### src/rtl/servo_pkg.sv
// servo_pkg
//   Shared types, default timing constants and the target-duty helper for the
//   servo duty ramp block.
//   Optional feature macro (used by servo_duty_ramp): SERVO_SLEW_LIMIT_EN.
package servo_pkg;

    typedef logic [31:0] duty_t;

    typedef enum logic [1:0] {
        IDLE = 2'd0,
        RAMP = 2'd1,
        HOLD = 2'd2
    } state_t;

    localparam int unsigned PERIOD_DEF    = 32'd2_000_000;
    localparam duty_t       MIN_DUTY_DEF  = 32'd100_000;
    localparam duty_t       STEP_LSB_DEF  = 32'd392;
    localparam duty_t       BASE_STEP_DEF = 32'd250;

    // Duty count for a position command, mirrored when the direction bit is set.
    function automatic duty_t calc_tgt(input logic [7:0] pos,
                                       input logic       dir,
                                       input duty_t      min_duty,
                                       input duty_t      step_lsb);
        logic [7:0] eff_pos;
        if (dir) begin
            eff_pos = 8'd255 - pos;
        end else begin
            eff_pos = pos;
        end
        return min_duty + (duty_t'(eff_pos) * step_lsb);
    endfunction

endpackage

### src/rtl/servo_frame_timer.sv
// servo_frame_timer
//   Free-running frame counter 0..PERIOD-1 that advances only while enabled,
//   holding its value when disabled, and flags the last cycle of each frame.
// Ports
//   clk          in  clock
//   rst_n        in  synchronous active-low reset
//   en_i         in  1 = count, 0 = freeze counter and suppress tick
//   frame_tick_o out one-cycle pulse while the counter sits at PERIOD-1
module servo_frame_timer
    import servo_pkg::*;
#(
    parameter int unsigned PERIOD = PERIOD_DEF
) (
    input  logic clk,
    input  logic rst_n,
    input  logic en_i,
    output logic frame_tick_o
);

    localparam int unsigned    CW   = (PERIOD > 32'd1) ? $clog2(PERIOD) : 1;
    localparam logic [CW-1:0]  LAST = CW'(PERIOD - 32'd1);

    logic [CW-1:0] cnt_q;
    logic [CW-1:0] cnt_d;
    logic          last_q;
    logic          last_d;

    // Next counter value and registered "at last count" flag.
    always_comb begin
        cnt_d = cnt_q;
        if (en_i) begin
            if (cnt_q == LAST) begin
                cnt_d = '0;
            end else begin
                cnt_d = cnt_q + {{(CW-1){1'b0}}, 1'b1};
            end
        end else begin
            cnt_d = cnt_q;
        end
        last_d = (cnt_d == LAST);
    end

    // Counter and last-count flag registers.
    always_ff @(posedge clk) begin
        if (!rst_n) begin
            cnt_q  <= '0;
            last_q <= 1'b0;
        end else begin
            cnt_q  <= cnt_d;
            last_q <= last_d;
        end
    end

    // A frozen frame produces no tick even while parked on the last count.
    assign frame_tick_o = last_q & en_i;

endmodule

### src/rtl/servo_duty_ramp.sv
// servo_duty_ramp
//   Converts an 8-bit position command plus speed/direction pulses into the
//   32-bit duty count for the PWM stage. Duty moves at most once per frame,
//   on the edge that ends the frame_tick cycle.
//   Macro SERVO_SLEW_LIMIT_EN: defined -> duty steps by BASE_STEP<<rate per
//   frame; undefined -> duty jumps straight to the target at the next tick.
// Ports
//   clk          in   clock (100 MHz)
//   rst_n        in   synchronous active-low reset
//   en           in   1 = run, 0 = freeze duty and frame timer
//   target_pos   in   position command, captured when target_valid=1
//   target_valid in   single-cycle capture strobe
//   speed_up     in   pulse: rate+1 (saturating at 7)
//   slow_down    in   pulse: rate-1 (saturating at 0)
//   dir_switch   in   pulse: toggle direction
//   duty         out  duty count to PWM stage
//   frame_tick   out  one-cycle pulse at frame boundary
//   at_target    out  duty equals effective target
//   rate         out  current rate index
module servo_duty_ramp
    import servo_pkg::*;
#(
    parameter int unsigned PERIOD     = PERIOD_DEF,
    parameter duty_t       MIN_DUTY   = MIN_DUTY_DEF,
    parameter duty_t       STEP_LSB   = STEP_LSB_DEF,
    parameter duty_t       BASE_STEP  = BASE_STEP_DEF,
    parameter logic [7:0]  RESET_POS  = 8'd128,
    parameter logic [2:0]  RESET_RATE = 3'd3
) (
    input  logic        clk,
    input  logic        rst_n,
    input  logic        en,
    input  logic [7:0]  target_pos,
    input  logic        target_valid,
    input  logic        speed_up,
    input  logic        slow_down,
    input  logic        dir_switch,
    output logic [31:0] duty,
    output logic        frame_tick,
    output logic        at_target,
    output logic [2:0]  rate
);

    localparam duty_t RESET_DUTY = calc_tgt(RESET_POS, 1'b0, MIN_DUTY, STEP_LSB);

    logic [7:0] pos_q,  pos_d;
    logic       dir_q,  dir_d;
    logic [2:0] rate_q, rate_d;
    duty_t      duty_q, duty_d;
    logic       at_target_q, at_target_d;
    state_t     state_q, state_d;

    logic       frame_tick_s;
    duty_t      tgt_s;
    duty_t      tgt_next_s;
    duty_t      step_s;

    servo_frame_timer #(
        .PERIOD (PERIOD)
    ) u_frame_timer (
        .clk          (clk),
        .rst_n        (rst_n),
        .en_i         (en),
        .frame_tick_o (frame_tick_s)
    );

    assign tgt_s  = calc_tgt(pos_q, dir_q, MIN_DUTY, STEP_LSB);
    assign step_s = BASE_STEP << rate_q;

    // Command capture, rate tracking, duty update and FSM next state.
    always_comb begin
        pos_d   = pos_q;
        dir_d   = dir_q;
        rate_d  = rate_q;
        duty_d  = duty_q;
        state_d = state_q;

        if (target_valid) begin
            pos_d = target_pos;
        end else begin
            pos_d = pos_q;
        end

        if (dir_switch) begin
            dir_d = ~dir_q;
        end else begin
            dir_d = dir_q;
        end

        // Rate pulses are honoured regardless of en; simultaneous pulses cancel.
        case ({speed_up, slow_down})
            2'b10: begin
                if (rate_q != 3'd7) begin
                    rate_d = rate_q + 3'd1;
                end else begin
                    rate_d = rate_q;
                end
            end
            2'b01: begin
                if (rate_q != 3'd0) begin
                    rate_d = rate_q - 3'd1;
                end else begin
                    rate_d = rate_q;
                end
            end
            default: rate_d = rate_q;
        endcase

        // The tick uses the target as it stood before any same-cycle command.
        if (frame_tick_s && (duty_q != tgt_s)) begin
`ifdef SERVO_SLEW_LIMIT_EN
            if (duty_q < tgt_s) begin
                if ((tgt_s - duty_q) <= step_s) begin
                    duty_d = tgt_s;
                end else begin
                    duty_d = duty_q + step_s;
                end
            end else begin
                if ((duty_q - tgt_s) <= step_s) begin
                    duty_d = tgt_s;
                end else begin
                    duty_d = duty_q - step_s;
                end
            end
`else
            duty_d = tgt_s;
`endif
        end else begin
            duty_d = duty_q;
        end

        case (state_q)
            IDLE: begin
                if (!en) begin
                    state_d = HOLD;
                end else if (tgt_s != duty_q) begin
                    state_d = RAMP;
                end else begin
                    state_d = IDLE;
                end
            end
            RAMP: begin
                if (!en) begin
                    state_d = HOLD;
                end else if (duty_d == tgt_s) begin
                    state_d = IDLE;
                end else begin
                    state_d = RAMP;
                end
            end
            HOLD: begin
                if (!en) begin
                    state_d = HOLD;
                end else if (tgt_s != duty_q) begin
                    state_d = RAMP;
                end else begin
                    state_d = IDLE;
                end
            end
            default: state_d = IDLE;
        endcase
    end

    // Compare against next-cycle target so the flag lines up with duty/tgt.
    assign tgt_next_s  = calc_tgt(pos_d, dir_d, MIN_DUTY, STEP_LSB);
    assign at_target_d = (duty_d == tgt_next_s);

    // State registers.
    always_ff @(posedge clk) begin
        if (!rst_n) begin
            pos_q       <= RESET_POS;
            dir_q       <= 1'b0;
            rate_q      <= RESET_RATE;
            duty_q      <= RESET_DUTY;
            at_target_q <= 1'b1;
            state_q     <= IDLE;
        end else begin
            pos_q       <= pos_d;
            dir_q       <= dir_d;
            rate_q      <= rate_d;
            duty_q      <= duty_d;
            at_target_q <= at_target_d;
            state_q     <= state_d;
        end
    end

    assign duty       = duty_q;
    assign frame_tick = frame_tick_s;
    assign at_target  = at_target_q;
    assign rate       = rate_q;

endmodule
### config.mk
export PLATFORM = sky130hd
export DESIGN_NAME = servo_duty_ramp
export DESIGN_NICKNAME = d
export VERILOG_FILES = /design/src/rtl/servo_pkg.sv /design/src/rtl/servo_frame_timer.sv /design/src/rtl/servo_duty_ramp.sv
export SDC_FILE = /design/constraint.sdc
export NUM_CORES = 1
export LEC_CHECK = 0
export CAP_MARGIN = 20
export CORE_MARGIN = 2
export CORE_UTILIZATION = 58
export DETAILED_ROUTE_END_ITERATION = 8
export PLACE_DENSITY_LB_ADDON = 0.3
export REMOVE_ABC_BUFFERS = 1
export SYNTH_ARGS = -nofsm -noshare
export SYNTH_HDL_FRONTEND = slang
export SYNTH_SLANG_ARGS = --single-unit
### constraint.sdc
create_clock -name clk -period 11.9 [get_ports clk]
set_clock_uncertainty 0.15 [all_clocks]
set_input_delay 1.19 -clock clk [delete_from_list [all_inputs] [get_ports clk]]
set_output_delay 1.19 -clock clk [all_outputs]
set_load 0.01 [all_outputs]
# [Word-level counts from Yosys, hierarchy flattened]
# Cells that the tools add are included.
[word_totals] regBits=67 latch_bits=0 ram_bits=0 rom_bits=0 in_bits=15 out_inout_bits=37 elab_cells=41 n_memories=0
[classes] addsub=7 mul=2 div=0 order_cmp=0 eq_ne=9 shifts=0 mux=10 bitwise=2 n_reduce_logical=4
[ops] cell="== test 21 bit, second input constant" count=2
[ops] cell="2-to-1 mux 21 bit" count=2
[ops] cell="adder 17 x 17 -> 18 bit, first input constant" count=2
[ops] cell="== test 32 x 18 -> 1 bit" count=1
[ops] cell="2-to-1 mux 32 bit" count=1
[ops] cell="inequality test 32 x 18 -> 1 bit" count=1
[ops] cell="multiplier 8 x 6 -> 14 bit, second input constant" count=2
[ops] cell="2-to-1 mux 8 bit" count=3
[ops] cell="adder 21 x 1 -> 21 bit, second input constant" count=1
[ops] cell="subtractor 8 bit, first input constant" count=2
[ops] cell="2-to-1 mux 3 bit" count=2
[ops] cell="case mux 3 bit (2 select lines)" count=1
[ops] cell="inequality test 2 bit, second input constant" count=2
[ops] cell="adder 3 x 1 -> 3 bit, second input constant" count=1
[ops] cell="inequality test 3 bit, second input constant" count=1
[ops] cell="AND reduction 3 bit" count=1
[ops] cell="nonzero test 3 bit" count=1
[ops] cell="subtractor 3 x 1 -> 3 bit, second input constant" count=1
[ops] cell="== test 2 x 1 -> 1 bit, second input constant" count=1
[ops] cell="== test 2 bit, second input constant" count=1
[ops] cell="nonzero test 2 bit" count=1
[ops] cell="AND 1 bit" count=1
[ops] cell="logical AND 1 bit" count=1
[ops] cell="2-to-1 mux 1 bit" count=1
[ops] cell="inverter 1 bit" count=1

# [Longest topological paths before layout]
# Gate-level depths: netlist of the first run.
[logic_depth] word_depth=8 mapped_depth=21 ltp_nobuf=18

# [Modules after synthesis]
# From an unflattened synthesis of the first run, not the netlist that was laid out.
[hier_totals] cells_unflattened=680 hier_area_um2=5949.5
[by_module_without_submodules] module="servo_duty_ramp" instances=1 cells_per_inst=529 area_per_inst_um2=4658.2 seq_area_each_um2=900.9
[by_module_without_submodules] module="servo_frame_timer" instances=1 cells_per_inst=151 area_per_inst_um2=1291.2 seq_area_each_um2=440.4

# [Least setup slack after synthesis of the first run]
# No wires, ideal clock.
[synth_timing] path_type="input to register" start="in target_valid" end="reg at_target_q, in the netlist at_target" setup_ns=0.096 arrival_time_ns=5.738 required_time_ns=11.654 setup_slack_ns=5.917 cell_stages=18 n_path_buf=2 path_cell_list="buf_2 -> mux2i_1 -> xnor2_1 -> ha_1 -> fa_1 -> ha_1 -> ha_1 -> a211oi_1 -> o21ai_1 -> a21o_1 -> a21oi_1 -> xnor2_1 -> or3_1 -> clkbuf_1 -> or3_2 -> o221ai_1 -> nor3_1 -> o41ai_2"
[synth_between] elab_chain_cells=6
[synth_lines] item="start, declared" line_no="servo_duty_ramp.sv:34" source="input logic target_valid,"
[synth_lines] item="2-to-1 mux 8 bit (*)" line_no="servo_duty_ramp.sv:78" source="if (target_valid) begin"
[synth_lines] item="subtractor 8 bit" line_no="servo_pkg.sv:27" source="eff_pos = 8'd255 - pos;"
[synth_lines] item="2-to-1 mux 8 bit (*)" line_no="servo_pkg.sv:26" source="if (dir) begin"
[synth_lines] item="multiplier 8 x 6 -> 14 bit (*)" line_no="servo_pkg.sv:31" source="return min_duty + (duty_t'(eff_pos) * step_lsb);"
[synth_lines] item="adder 17 x 17 -> 18 bit (*)" line_no="servo_pkg.sv:31"
[synth_lines] item="== test 32 x 18 -> 1 bit (*)" line_no="servo_duty_ramp.sv:166" source="assign at_target_d = (duty_d == tgt_next_s);"
[synth_lines] item="end signal, assigned" line_no="servo_duty_ramp.sv:182" source="at_target_q <= at_target_d;"
[synth_lines] item="end, declared" line_no="servo_duty_ramp.sv:50" source="logic at_target_q, at_target_d;"
# Every way passes the cells marked *; elsewhere a longest branch is shown, timed or not.
# A chain may end at the register's enable or synchronous reset.

# [Final worst setup path of the first run]
[layout_timing] start="in dir_switch" end="reg at_target_q, in the netlist at_target"
[layout_between] elab_chain_cells=5
[layout_lines] item="start, declared" line_no="servo_duty_ramp.sv:37" source="input logic dir_switch,"
[layout_lines] item="2-to-1 mux 1 bit" line_no="servo_duty_ramp.sv:84" source="if (dir_switch) begin"
[layout_lines] item="2-to-1 mux 8 bit" line_no="servo_pkg.sv:26"
[layout_lines] item="multiplier 8 x 6 -> 14 bit" line_no="servo_pkg.sv:31"
[layout_lines] item="adder 17 x 17 -> 18 bit" line_no="servo_pkg.sv:31"
[layout_lines] item="== test 32 x 18 -> 1 bit" line_no="servo_duty_ramp.sv:166"
# No other way between the ends.

==> impl_metrics.yaml, run 1 <==
yosys:
  synth_cells: 708
  synth_edf_count: 0
  synth_area_leader_cell: "dfxtp_1"
  syn_area_um2: 6030
  avgSynthCellArea_um2: 8.52
  synth-adder-area-share_pct: 13.5
  synth_seq_cells: 67
  synth_top_family_by_area: "simple AND/OR/NAND/NOR gates"
  synth.distinct_cells: 89
  synth-seq-area-share_pct: 22.2
  synth_xor_area_share_pct: 16.0
  yosysWarnings: 0
  ys_async_sr_fraction_pct: 0
  synth-simple-area-share_pct: 24.6
  ys.flop_type: "dfxtp_1"
  synth-compound-area-share_pct: 16.8
  synthTopCellsByArea: "dfxtp_1 22%, ha_1 11%, xnor2_1 8.6%"
  synth_mux_area_share_pct: 2.16
  yosysTopAreaCellShare_pct: 22.2
  ys_top_cells_by_count: "67 x dfxtp_1, 59 x xnor2_1, 55 x nor2_1"
  yosysMostFrequentCell: "dfxtp_1"
global_route:
  grt_pass1_vias: 5319
  grt_usage_pct: 27.2
  grt_start_max_net_pins: 49
  overflow: 0
  antenna_found_initial: 0
  grt_pass1_wl_um: 24700
clock_tree:
  cts-resized-gates: 0
  cts.path.max_buffers: 2
  clkLatencyLatePin_ns: 0.36
  cts.sinks: 67
  ctsHoldBuffers: 0
  cts_setup_buffers: 0
  cts.clk_slew.worst_paths_ns: 0.08
  cts_tree: "done"
  cts_root_buf: "clkbuf_8"
  htreeDepth: 3
  numCtsBuffers: 9
floorplanning:
  start_util_pct: 58.9
  die_h_um: 106
  fp-row-count: 37
  ios: 52
  die_w_um: 106
  dieArea_um2: 11200
  core_um2: 10200
power:
  total_power_w: 0.00150
  p_leak_nw: 2.75
  power_density_nw_per_um2: 222
  peakVddDrop_v: 0.000162
run:
  drv_cap: 0
placed_design:
  place_inst: 860
  io_buffers: 51
  routabilityCongestion: 0.883
  place_hpwl_um: 11200
sta:
  timing.fmax_ghz: 0.145
  slew_headroom_pct: 35.1
  finalCriticalPeriod_ns: 6.89
  maxSlewViolCount: 0
  hold_violations: 0
  min_period_over_period_pct: 57.9
  setup_viol: 0
  fin_tns_setup_ns: 0
  grt_setup_unrepaired: "false"
  worst_pin_slew_ns: 0.971
cells_and_area:
  drive_above_1_share_pct: 7.43
  nNetsFinal: 811
  multi_input_area_um2: 4410
  syn2layout_area_growth_pct: 11.6
  fin_util_pct: 65.8
  diodes: 0
  ff_latch_area_um2: 1340
  fin_cells: 876
  fillers: 863
critical_path:
  r2r_slack_ns: 5.42
  startpoint_type: "primary input"
  setup.worst_path.end_class: "flip-flop"
  crit_required_ns: 12.02
  path_class: "primary input to flip-flop"
  cp_max_fo: 11
  critical_path_arrival_ns: 7.01
detailed_routing:
  first_pass_iters: 5
  vias: 5320
  antenna_left: 0
  drc_errors: 0
  drt_iter0_drc: 343
  via_per_inst: 6.07
  wl_per_cell_um: 16.6
  wl_um: 14500
outcome:
  status: "completed"
worst_hold_path:
  hold_path_class: "flip-flop to flip-flop"
==> layer usage <==
layer	vias to the layer above	global-route usage (%)	wire length (um)
met5	-	0	0
met4	0	8.93	320
met3	33	4.60	702
met2	159	47.8	7130
met1	2516	33.9	6380
li1	2612	-	-
==> cells in the final DEF (no fill, tap or decap), types with 3 or more instances in the layout <==
master           count
dfxtp_1             67
xnor2_1             59
nor2_1              55
ha_1                54
clkdlybuf4s50_1     51
nand2_1             44
xor2_1              37
and3_1              28
inv_1               27
nor3_1              27
a21oi_1             23
o21ai_0             19
nand3_1             19
nor2b_1             18
nand4_1             15
mux2i_1             13
o211ai_1            13
or3_1               10
nor3b_1              9
clkbuf_8             9
nor4_1               8
a31oi_1              8
o22ai_1              7
o21a_1               7
fa_1                 7
nand2b_1             6
o31ai_1              5
xnor2_2              4
a211oi_1             4
and4_1               4
a21o_1               4
and2_1               4
a211o_2              3
o211a_1              3
o21ai_1              3
==> worst paths after layout <==
kind               from         to  depth (start not counted)
max          dir_switch  at_target                         17
min            duty[31]   duty[31]                          1
max reg2reg       dir_q  at_target                         16
min reg2reg    duty[31]   duty[31]                          1
==> power breakdown <==
group / leakage, nW / internal, W / switching (W)
Sequential: 0.543 / 0.000229 / 0.00000993
Clock: 0.0966 / 0.0000972 / 0.0000951
Combinational: 2.11 / 0.000445 / 0.000621
==> through the flow <==
| step | setup slack [ns] | hold WS, ns | instance area [um2] |
|---|---|---|---|
| 3_3_place_gp | 4.87 | 0.331 | 6540 |
| 3_5_place_dp | 4.65 | 0.335 | 6540 |
| 6_report | 5.01 | 0.344 | 6730 |
| 5_1_grt | 4.58 | 0.360 | 6730 |
| 4_1_cts | 5.03 | 0.347 | 6730 |
| 2_1_floorplan | 5.74 | 0.324 | 5850 |
==> area by class of cell <==
class                   instances  share of cell area [%]
clock buffers                  10                    1.90
clock inverters                 6                   0.967
inverters                      27                    1.51
multi-input cells             578                    65.5
flip-flops and latches         67                    19.9
well taps                     136                    2.53
repair buffers                 52                    7.70
==> critical path, cell delays in order <==
cell	delay (ns)
clkdlybuf4s50_1	0.51
xor2_1	0.78
xnor2_1	0.43
ha_1	0.43
fa_1	0.43
ha_1	0.32
ha_1	0.33
a211oi_1	0.34
o21ai_1	0.16
a21o_1	0.19
a21oi_1	0.18
xnor2_1	0.17
or3_1	0.51
or3_2	0.46
o221ai_1	0.19
nor3_1	0.09
o41ai_2	0.30
==> sequential cells by signal, indices dropped and copies added, names as in the netlist <==
signal	count
u_frame_timer.last_q	1
pos_q	8
rate	3
dir_q	1
u_frame_timer.cnt_q	21
at_target	1
duty	32
==> cells by family (layout without fill, tap and decap cells) <==
group           count (synthesis)  after routing
flops                          67             67
mux                            13             13
fa+ha+maj                      61             61
compound gates                133            133
xor+xnor                      103            103
simple gates                  268            268
buf+inv                        63             95
Note: power is estimated with default switching activity, not from simulation.
==> run 2: changes to the inputs <==
clock period = 6.95 ns   (was 11.9 ns; I/O delays follow)
==> impl_metrics.yaml, run 2 (synthesized netlist as in run 1, its figures left out) <==
sta:
  min_period_over_period_pct: 89.7
  setup_viol: 0
  timing.fmax_ghz: 0.160
  grt_setup_unrepaired: "false"
  timing.hold.ws_ns: 0.349
  fin_tns_setup_ns: 0
  finalCriticalPeriod_ns: 6.23
  worst_pin_slew_ns: 0.744
  hold_violations: 0
  maxSlewViolCount: 0
  slew_headroom_pct: 50.1
detailed_routing:
  first_pass_iters: 4
  drt_iter0_drc: 270
  vias: 5324
  drc_errors: 0
  top_layer: "met4"
  via_per_inst: 6.06
  antenna_left: 0
  wl_met1_um: 6430
  wl_per_cell_um: 16.5
  dr_wl_met2_um: 7140
  wl_met3_um: 650
  wl_um: 14500
floorplanning:
  core_um2: 10200
  fp-row-count: 37
  die_w_um: 106
  ios: 52
  die_h_um: 106
  dieArea_um2: 11200
  start_util_pct: 58.9
clock_tree:
  cts_setup_buffers: 0
  cts_root_buf: "clkbuf_8"
  ctsHoldBuffers: 0
  cts.path.max_buffers: 2
  numCtsBuffers: 9
  cts.clk_slew.worst_paths_ns: 0.08
  cts_tree: "done"
  htreeDepth: 3
  clkLatencyLatePin_ns: 0.36
  cts-resized-gates: 0
  cts.sinks: 67
global_route:
  overflow: 0
  antenna_found_initial: 0
  grt_usage_pct: 27.2
  grt_pass1_wl_um: 24900
  grt_start_max_net_pins: 49
  grt_pass1_vias: 5214
cells_and_area:
  syn2layout_area_growth_pct: 11.9
  largest_reg_flops: 32
  nNetsFinal: 813
  final_cell_mix: "67 x dfxtp_1, 59 x xnor2_1, 55 x nor2_1, 54 x ha_1, 51 x clkdlybuf4s50_1"
  diodes: 0
  drive_above_1_share_pct: 7.82
  fin_cells: 878
  layout_commonest_cell: "dfxtp_1"
  fillers: 816
placed_design:
  routabilityCongestion: 0.901
  io_buffers: 51
  place_hpwl_um: 11100
  place_inst: 862
critical_path:
  startpoint_type: "primary input"
  r2r-end: "at_target"
  setup.worst_path.end_class: "flip-flop"
  r2r-start: "dir_q"
  rr_worst_depth: 17
  cp_max_fo: 8
  crit_required_ns: 7.06
  r2r_slack_ns: 1.06
  critical_path_arrival_ns: 6.34
  path_class: "primary input to flip-flop"
run:
  drv_cap: 0
power:
  switching_share_pct: 48.4
  p_int_w: 0.00132
  net-switching-power_w: 0.00124
  power_density_nw_per_um2: 379
  peakVddDrop_v: 0.000311
  p_comb_share_pct: 71.1
  p_leak_nw: 2.76
  power.share.sequential_pct: 15.9
  clkPwrFrac_pct: 13.0
outcome:
  status: "completed"
worst_hold_path:
  whs_endpoint: "duty[31]"
  holdPathStages: 1
  min_from: "duty[31]"
  hold_path_class: "flip-flop to flip-flop"
## run 2: cell count changes in the layout (fill, tap and decap cells not counted)
cell,before,now
buf_4,1,3
clkinvlp_4,1,3
inv_6,1,2
clkbuf_1,1,0
clkinv_2,2,1
clkinv_4,1,0
## run 2: critical path: stages
cell	delay [ns]
clkdlybuf4s50_1	0.75
mux2i_1	0.18
xnor2_1	0.59
ha_1	0.37
fa_1	0.50
ha_1	0.30
ha_1	0.20
inv_1	0.07
fa_1	0.52
nor2b_1	0.30
a21oi_1	0.15
and4_1	0.26
or3_1	0.42
or3_2	0.44
o221ai_1	0.19
nor3_1	0.10
o41ai_2	0.31
## run 2: final cells by class
cell class,count,area (um2),share of cell area (%)
timing repair buffer,54,533,7.90
clock buffer,9,124,1.84
sequential,67,1340,19.9
clock inverter,7,75.1,1.11
multi-input combinational,578,4410,65.3
tap,136,170,2.52
inverter,27,101,1.50
## run 2: per-stage QoR
step	setup WS [ns]	total power, W	util [%]	instance area [um2]
after CTS	0.765	0.00254	66.0	6750
final	0.718	0.00256	66.0	6750
after global placement	0.692	0.00212	64.0	6550
after floorplan	1.20	0.00185	-	5850
after global routing	0.337	0.00277	66.0	6750
after detailed placement	0.411	0.00220	64.0	6550
## run 2: worst max path at each step
stage	from	to
6_report	target_valid	at_target
5_1_grt	target_valid	at_target
4_1_cts	target_valid	at_target
3_5_place_dp	target_valid	at_target
3_3_place_gp	target_valid	at_target
2_1_floorplan	dir_q	at_target
## run 2: metal layers
| layer | vias up | track usage (%) |
|---|---|---|
| li1 | 2604 | - |
| met1 | 2561 | 34.9 |
| met2 | 133 | 47.0 |
| met3 | 26 | 4.05 |
| met4 | 0 | 8.83 |
| met5 | - | 0 |
## run 2: power groups by stage
| stage | registers (W) | logic, W | clock network (W) |
|---|---|---|---|
| 2_1_floorplan | 0.000415 | 0.00144 | 0 |
| 3_3_place_gp | 0.000415 | 0.00171 | 0 |
| 3_5_place_dp | 0.000415 | 0.00178 | 0 |
| 4_1_cts | 0.000406 | 0.00180 | 0.000339 |
| 5_1_grt | 0.000408 | 0.00200 | 0.000356 |
| 6_report | 0.000406 | 0.00182 | 0.000334 |
==> RTL change 1 (settings of run 2) <==
Change the package constant `PERIOD_DEF` from 32'd2_000_000 to 32'd4000000.
--- a/src/rtl/servo_pkg.sv
+++ b/src/rtl/servo_pkg.sv
@@ -12,7 +12,7 @@
         HOLD = 2'd2
     } state_t;
 
-    localparam int unsigned PERIOD_DEF    = 32'd2_000_000;
+    localparam int unsigned PERIOD_DEF    = 32'd4000000;
     localparam duty_t       MIN_DUTY_DEF  = 32'd100_000;
     localparam duty_t       STEP_LSB_DEF  = 32'd392;
     localparam duty_t       BASE_STEP_DEF = 32'd250;
Behaviour: no difference found for any inputs over 10 cycles, from zero or initial values and one cycle with rst_n low; that may be too few to reach the edited logic, so the function may still have changed.
==> RTL change 1 against run 2 <==
  * Total power grew 20%
  * Non-clock buffer count up 4
  * Final area increased by 4.6%
  * Critical path depth up 1
  * Setup slack lost 0.092 ns
  * Global-route usage shrank 0.31 points
  * Highest routed layer unchanged
  * Sequential cell count up 1
  * Wire length up 3.3%
  * Via count is essentially flat
  * Synthesized area up 4.2%
  * Clock power is 9.6% higher
  * Worst hold slack got worse by 0.0029 ns
==> RTL change 1: results (changes against run 2) <==
----------------------------------------------------
[Worst setup path]
  Cell type of the slowest stage on the worst timing path ... sky130_fd_sc_hd__dfxtp_1 (was sky130_fd_sc_hd__clkdlybuf4s50_1)
  Delay contributed by the slowest stage of the critical path ... 0.86 ns (was 0.75 ns)
  Data arrival time at the worst-slack endpoint ... 6.45 ns (was 6.34 ns)
  Largest driver fanout on the critical path ... 20 (was 8)

[Cells and area]
  Count of nets after finishing ... 825 (was 813)
  Signal buffers share of area ... 0.07973 (was 0.07896)
  Clk tree area frac ... 0.03030 (was 0.02947)
  Fraction of final layout cells with drive strength greater than 1 ... 0.08765 (was 0.07817)
  Utilization after layout ... 0.6601 (was 0.6598)
  Number of sequential cells ... 68 (was 67)
  Footprint of the flip-flops and latches ... 1361 µm² (was 1341 µm²)
  Area of the multi-input gates ... 4632 µm² (was 4405 µm²)
  Non-clock inverter count ... 31 (was 27)
  Number of inserted filler cells in the final layout ... 890 (was 816)

[Synth]
  Sequential element share of the synthesized area ... 0.2166 (was 0.2224)
  Ranking of synthesized cells by instance count ... 68 x sky130_fd_sc_hd__dfxtp_1, 56 x sky130_fd_sc_hd__xnor2_1, 55 x sky130_fd_sc_hd__nor2_1, 54 x sky130_fd_sc_hd__ha_1, 43 x sky130_fd_sc_hd__nand2_1 (was 67 x sky130_fd_sc_hd__dfxtp_1, 59 x sky130_fd_sc_hd__xnor2_1, 55 x sky130_fd_sc_hd__nor2_1, 54 x sky130_fd_sc_hd__ha_1, 44 x sky130_fd_sc_hd__nand2_1)
  Number of unique standard cell types used by synthesis ... 98 (was 89)
  Number of instances in the synthesized netlist ... 713 (was 708)

[Placed design]
  Final weighted congestion in routability-driven placement ... 0.9250 (was 0.9006)
  Dpl hpwl ... 11.55 mm (was 11.14 mm)
  Post-placement cell count ... 878 (was 862)
  Area after DPL ... 6848 µm² (was 6551 µm²)

[Global routing]
  Maximum number of pins on one net before global-route repair ... 55 (was 49)
  Global-route usage over all layers ... 0.2692 (was 0.2722)
  Via count of the first global-routing pass ... 5180 (was 5214)

[Routing]
  Average vias per placed instance ... 5.964 (was 6.064)
  Total routed wirelength ... 14.98 mm (was 14.50 mm)
  Wire length per cell after detailed routing ... 16.77 µm (was 16.52 µm)
  Routed wl met2 ... 7.063 mm (was 7.142 mm)
  Starting DRT DRC Count ... 387 (was 270)
  Routed length on met3 ... 605 µm (was 650 µm)

[Outcome]
  Run status ... finished, final reports clean (unchanged)

[Power and ir drop]
  Seq pwr ... 0.415 mW (was 0.406 mW)
  Power density of the placed cells ... 435.2 nW/µm² (was 379.5 nW/µm²)
  Total power of the final layout ... 3.073 mW (was 2.561 mW)
  Clock-net power ... 0.366 mW (was 0.334 mW)
  Highest ir drop seen on vdd ... 296.1 µV (was 311.4 µV)
  Sw frac ... 0.4920 (was 0.4840)
  Leakage power ... 2.951 nW (was 2.756 nW)

[STA]
  Final setup margin ... 0.6254 ns (was 0.7176 ns)
  Transition time at the pin with the least slew margin ... 0.9354 ns (was 0.7436 ns)

----------------------------------------------------
==> RTL change 1: worst paths after layout <==
path | from | endpoint | slack, ns | cells past startpoint
setup / recovery | dir_q$_SDFF_PN0_ | at_target$_SDFF_PN1_ | 0.63 | 18
hold / removal | duty[31]$_SDFF_PN0_ | duty[31]$_SDFF_PN0_ | 0.35 | 1
setup reg to reg | dir_q$_SDFF_PN0_ | at_target$_SDFF_PN1_ | 0.63 | 18
hold reg to reg | duty[31]$_SDFF_PN0_ | duty[31]$_SDFF_PN0_ | 0.35 | 1
==> RTL change 1: logic make-up after synthesis <==
group                      Yosys count  synth area share
buffers and inverters               64           0.04638
adders and majority gates           61            0.1298
xor gates and xnor gates           104            0.1692
muxes                               20           0.03424
DFF                                 68            0.2166
and+or+nand+nor                    258            0.2309
AOI/OAI and AO/OA                  138            0.1728
==> RTL change 1: layer usage <==
layer  vias to the layer above  global-route usage
li1                       2640                   -
met1                      2527              0.3455
met2                       136              0.4641
met3                        23             0.05365
met4                         0             0.06685
met5                         -                   0
==> RTL change 2 (config.mk and constraints of run 2) <==
Without the edit above. Reset style: asynchronous (`rst_n`), changed in 2 clocked blocks. Comments in the files are not updated.
--- a/src/rtl/servo_frame_timer.sv
+++ b/src/rtl/servo_frame_timer.sv
@@ -41,7 +41,7 @@
     end
 
     // Counter and last-count flag registers.
-    always_ff @(posedge clk) begin
+    always_ff @(posedge clk or negedge rst_n) begin
         if (!rst_n) begin
             cnt_q  <= '0;
             last_q <= 1'b0;
--- a/src/rtl/servo_duty_ramp.sv
+++ b/src/rtl/servo_duty_ramp.sv
@@ -166,7 +166,7 @@
     assign at_target_d = (duty_d == tgt_next_s);
 
     // State registers.
-    always_ff @(posedge clk) begin
+    always_ff @(posedge clk or negedge rst_n) begin
         if (!rst_n) begin
             pos_q       <= RESET_POS;
             dir_q       <= 1'b0;
Function: differs if rst_n is asserted again (counterexample within 4 cycles, from zero or initial values and one cycle with rst_n low); with rst_n held inactive, the same outputs for 10 cycles.
==> RTL change 2 against run 2 <==
  * Sequential cell count stayed put
  * Wire length is 13% lower
  * Final area decreased by 3.2%
  * Setup slack worse by 0.066 ns
  * Via count fell by 16%
  * Global-route usage shrank 1.4 points
  * Synthesized area decreased by 5.4%
  * Non-clock buffer count did not move
Power is left out: the tool's default activity adds up to more than one toggle a clock period on the data nets, which glitch-free logic cannot reach.
==> RTL change 2: results (changes against run 2) <==
----------------------------------------------------
[Outcome]
  Run status ... finished, final reports clean (unchanged)

[Routing]
  Average vias per placed instance ... 5.889 (was 6.064)
  Length of the first detailed-routing pass in iterations ... 5 (was 4)
  Starting DRT DRC Count ... 258 (was 270)
  Total routed wirelength ... 12.63 mm (was 14.50 mm)

[Cells and area]
  Fraction of final layout cells with drive strength greater than 1 ... 0.09683 (was 0.07817)
  Number of inserted filler cells in the final layout ... 755 (was 816)
  Count of nets after finishing ... 706 (was 813)

[Synth]
  Number of unique standard cell types used by synthesis ... 75 (was 89)
  Synth area leaders ... sky130_fd_sc_hd__dfrtp_1 25%, sky130_fd_sc_hd__ha_1 13%, sky130_fd_sc_hd__xnor2_1 7.2% (was sky130_fd_sc_hd__dfxtp_1 22%, sky130_fd_sc_hd__ha_1 11%, sky130_fd_sc_hd__xnor2_1 8.6%)
  Ranking of synthesized cells by instance count ... 59 x sky130_fd_sc_hd__ha_1, 57 x sky130_fd_sc_hd__dfrtp_1, 47 x sky130_fd_sc_hd__xnor2_1, 36 x sky130_fd_sc_hd__xor2_1, 35 x sky130_fd_sc_hd__nor2_1 (was 67 x sky130_fd_sc_hd__dfxtp_1, 59 x sky130_fd_sc_hd__xnor2_1, 55 x sky130_fd_sc_hd__nor2_1, 54 x sky130_fd_sc_hd__ha_1, 44 x sky130_fd_sc_hd__nand2_1)
  FFs w/ async S/R, synth ... 1.000 (was 0)
  Main flop type after synthesis ... sky130_fd_sc_hd__dfrtp_1 (was sky130_fd_sc_hd__dfxtp_1)
  Sequential element share of the synthesized area ... 0.2959 (was 0.2224)

[Worst setup path]
  Cell type of the slowest stage on the worst timing path ... sky130_fd_sc_hd__dfrtp_1 (was sky130_fd_sc_hd__clkdlybuf4s50_1)
  Largest driver fanout on the critical path ... 15 (was 8)
  Worst setup slack for register-to-register paths ... 0.65 ns (was 1.06 ns)
  Worst reg2reg path depth ... 18 (was 17)
  R2R Path Start ... dir_q$_DFF_PN0_ (was dir_q$_SDFF_PN0_)
  Worst reg2reg endpoint ... at_target$_DFF_PN1_ (was at_target$_SDFF_PN1_)

[Placed design]
  Dpl hpwl ... 9.961 mm (was 11.14 mm)
  Final weighted congestion in routability-driven placement ... 0.9438 (was 0.9006)

[Global routing]
  Global-route usage over all layers ... 0.2584 (was 0.2722)
  Global-route wire length before repair ... 21.38 mm (was 24.91 mm)

[STA]
  Worst max-slew margin expressed relative to the limit ... 0.4471 (was 0.5007)

[Worst hold path]
  Min-Delay Path Class ... in2async (was reg2reg)

----------------------------------------------------
[RTL change 2: metal layers]
metal	vias up	track usage	wire, µm
met5	-	0	0
met4	0	0.06984	213
met1	2210	0.3522	5748
met3	16	0.03159	355
li1	2181	-	-
met2	86	0.4391	6310
[RTL change 2: worst max path at each step]
stage	from	to	slack [ns]	depth (start not counted)
5_1_grt	dir_q$_DFF_PN0_	at_target$_DFF_PN1_	0.39	18
3_3_place_gp	dir_q$_DFF_PN0_	at_target$_DFF_PN1_	0.80	18
6_report	dir_q$_DFF_PN0_	at_target$_DFF_PN1_	0.65	18
4_1_cts	dir_q$_DFF_PN0_	at_target$_DFF_PN1_	0.66	18
3_5_place_dp	dir_q$_DFF_PN0_	at_target$_DFF_PN1_	0.73	18
2_1_floorplan	dir_q$_DFF_PN0_	at_target$_DFF_PN1_	1.40	18
[RTL change 2: metrics by stage]
| step | cell area [µm²] | setup slack (ns) | hold slack (ns) | cells |
|---|---|---|---|---|
| 6_report | 6533 | 0.6514 | 0.3584 | 763 |
| 5_1_grt | 6533 | 0.3919 | 0.3911 | 763 |
| 4_1_cts | 6533 | 0.6643 | 0.3594 | 763 |
| 3_5_place_dp | 6326 | 0.7295 | 0.3454 | 747 |
| 3_3_place_gp | 6326 | 0.7953 | 0.3398 | 747 |
| 2_1_floorplan | 5632 | 1.404 | 0.2494 | 560 |
[RTL change 2: final cells by class]
cell class / instances / area [µm²] / area share
clock buffer: 9 / 123.9 / 0.01896
clock inverter: 7 / 82.58 / 0.01264
inverter: 27 / 101.3 / 0.01551
multi-input combinational: 466 / 3841 / 0.5880
sequential: 67 / 1689 / 0.2586
tap: 133 / 166.4 / 0.02547
timing repair buffer: 54 / 528.0 / 0.08083
[RTL change 2: cells by family after synthesis]
logic type	Yosys count	synth area share
AOI/OAI and AO/OA	107	0.1342
adders and majority gates	66	0.1539
and+or+nand+nor	184	0.1896
muxes	16	0.03025
buffers and inverters	43	0.03113
xor gates and xnor gates	93	0.1651
DFF	67	0.2959
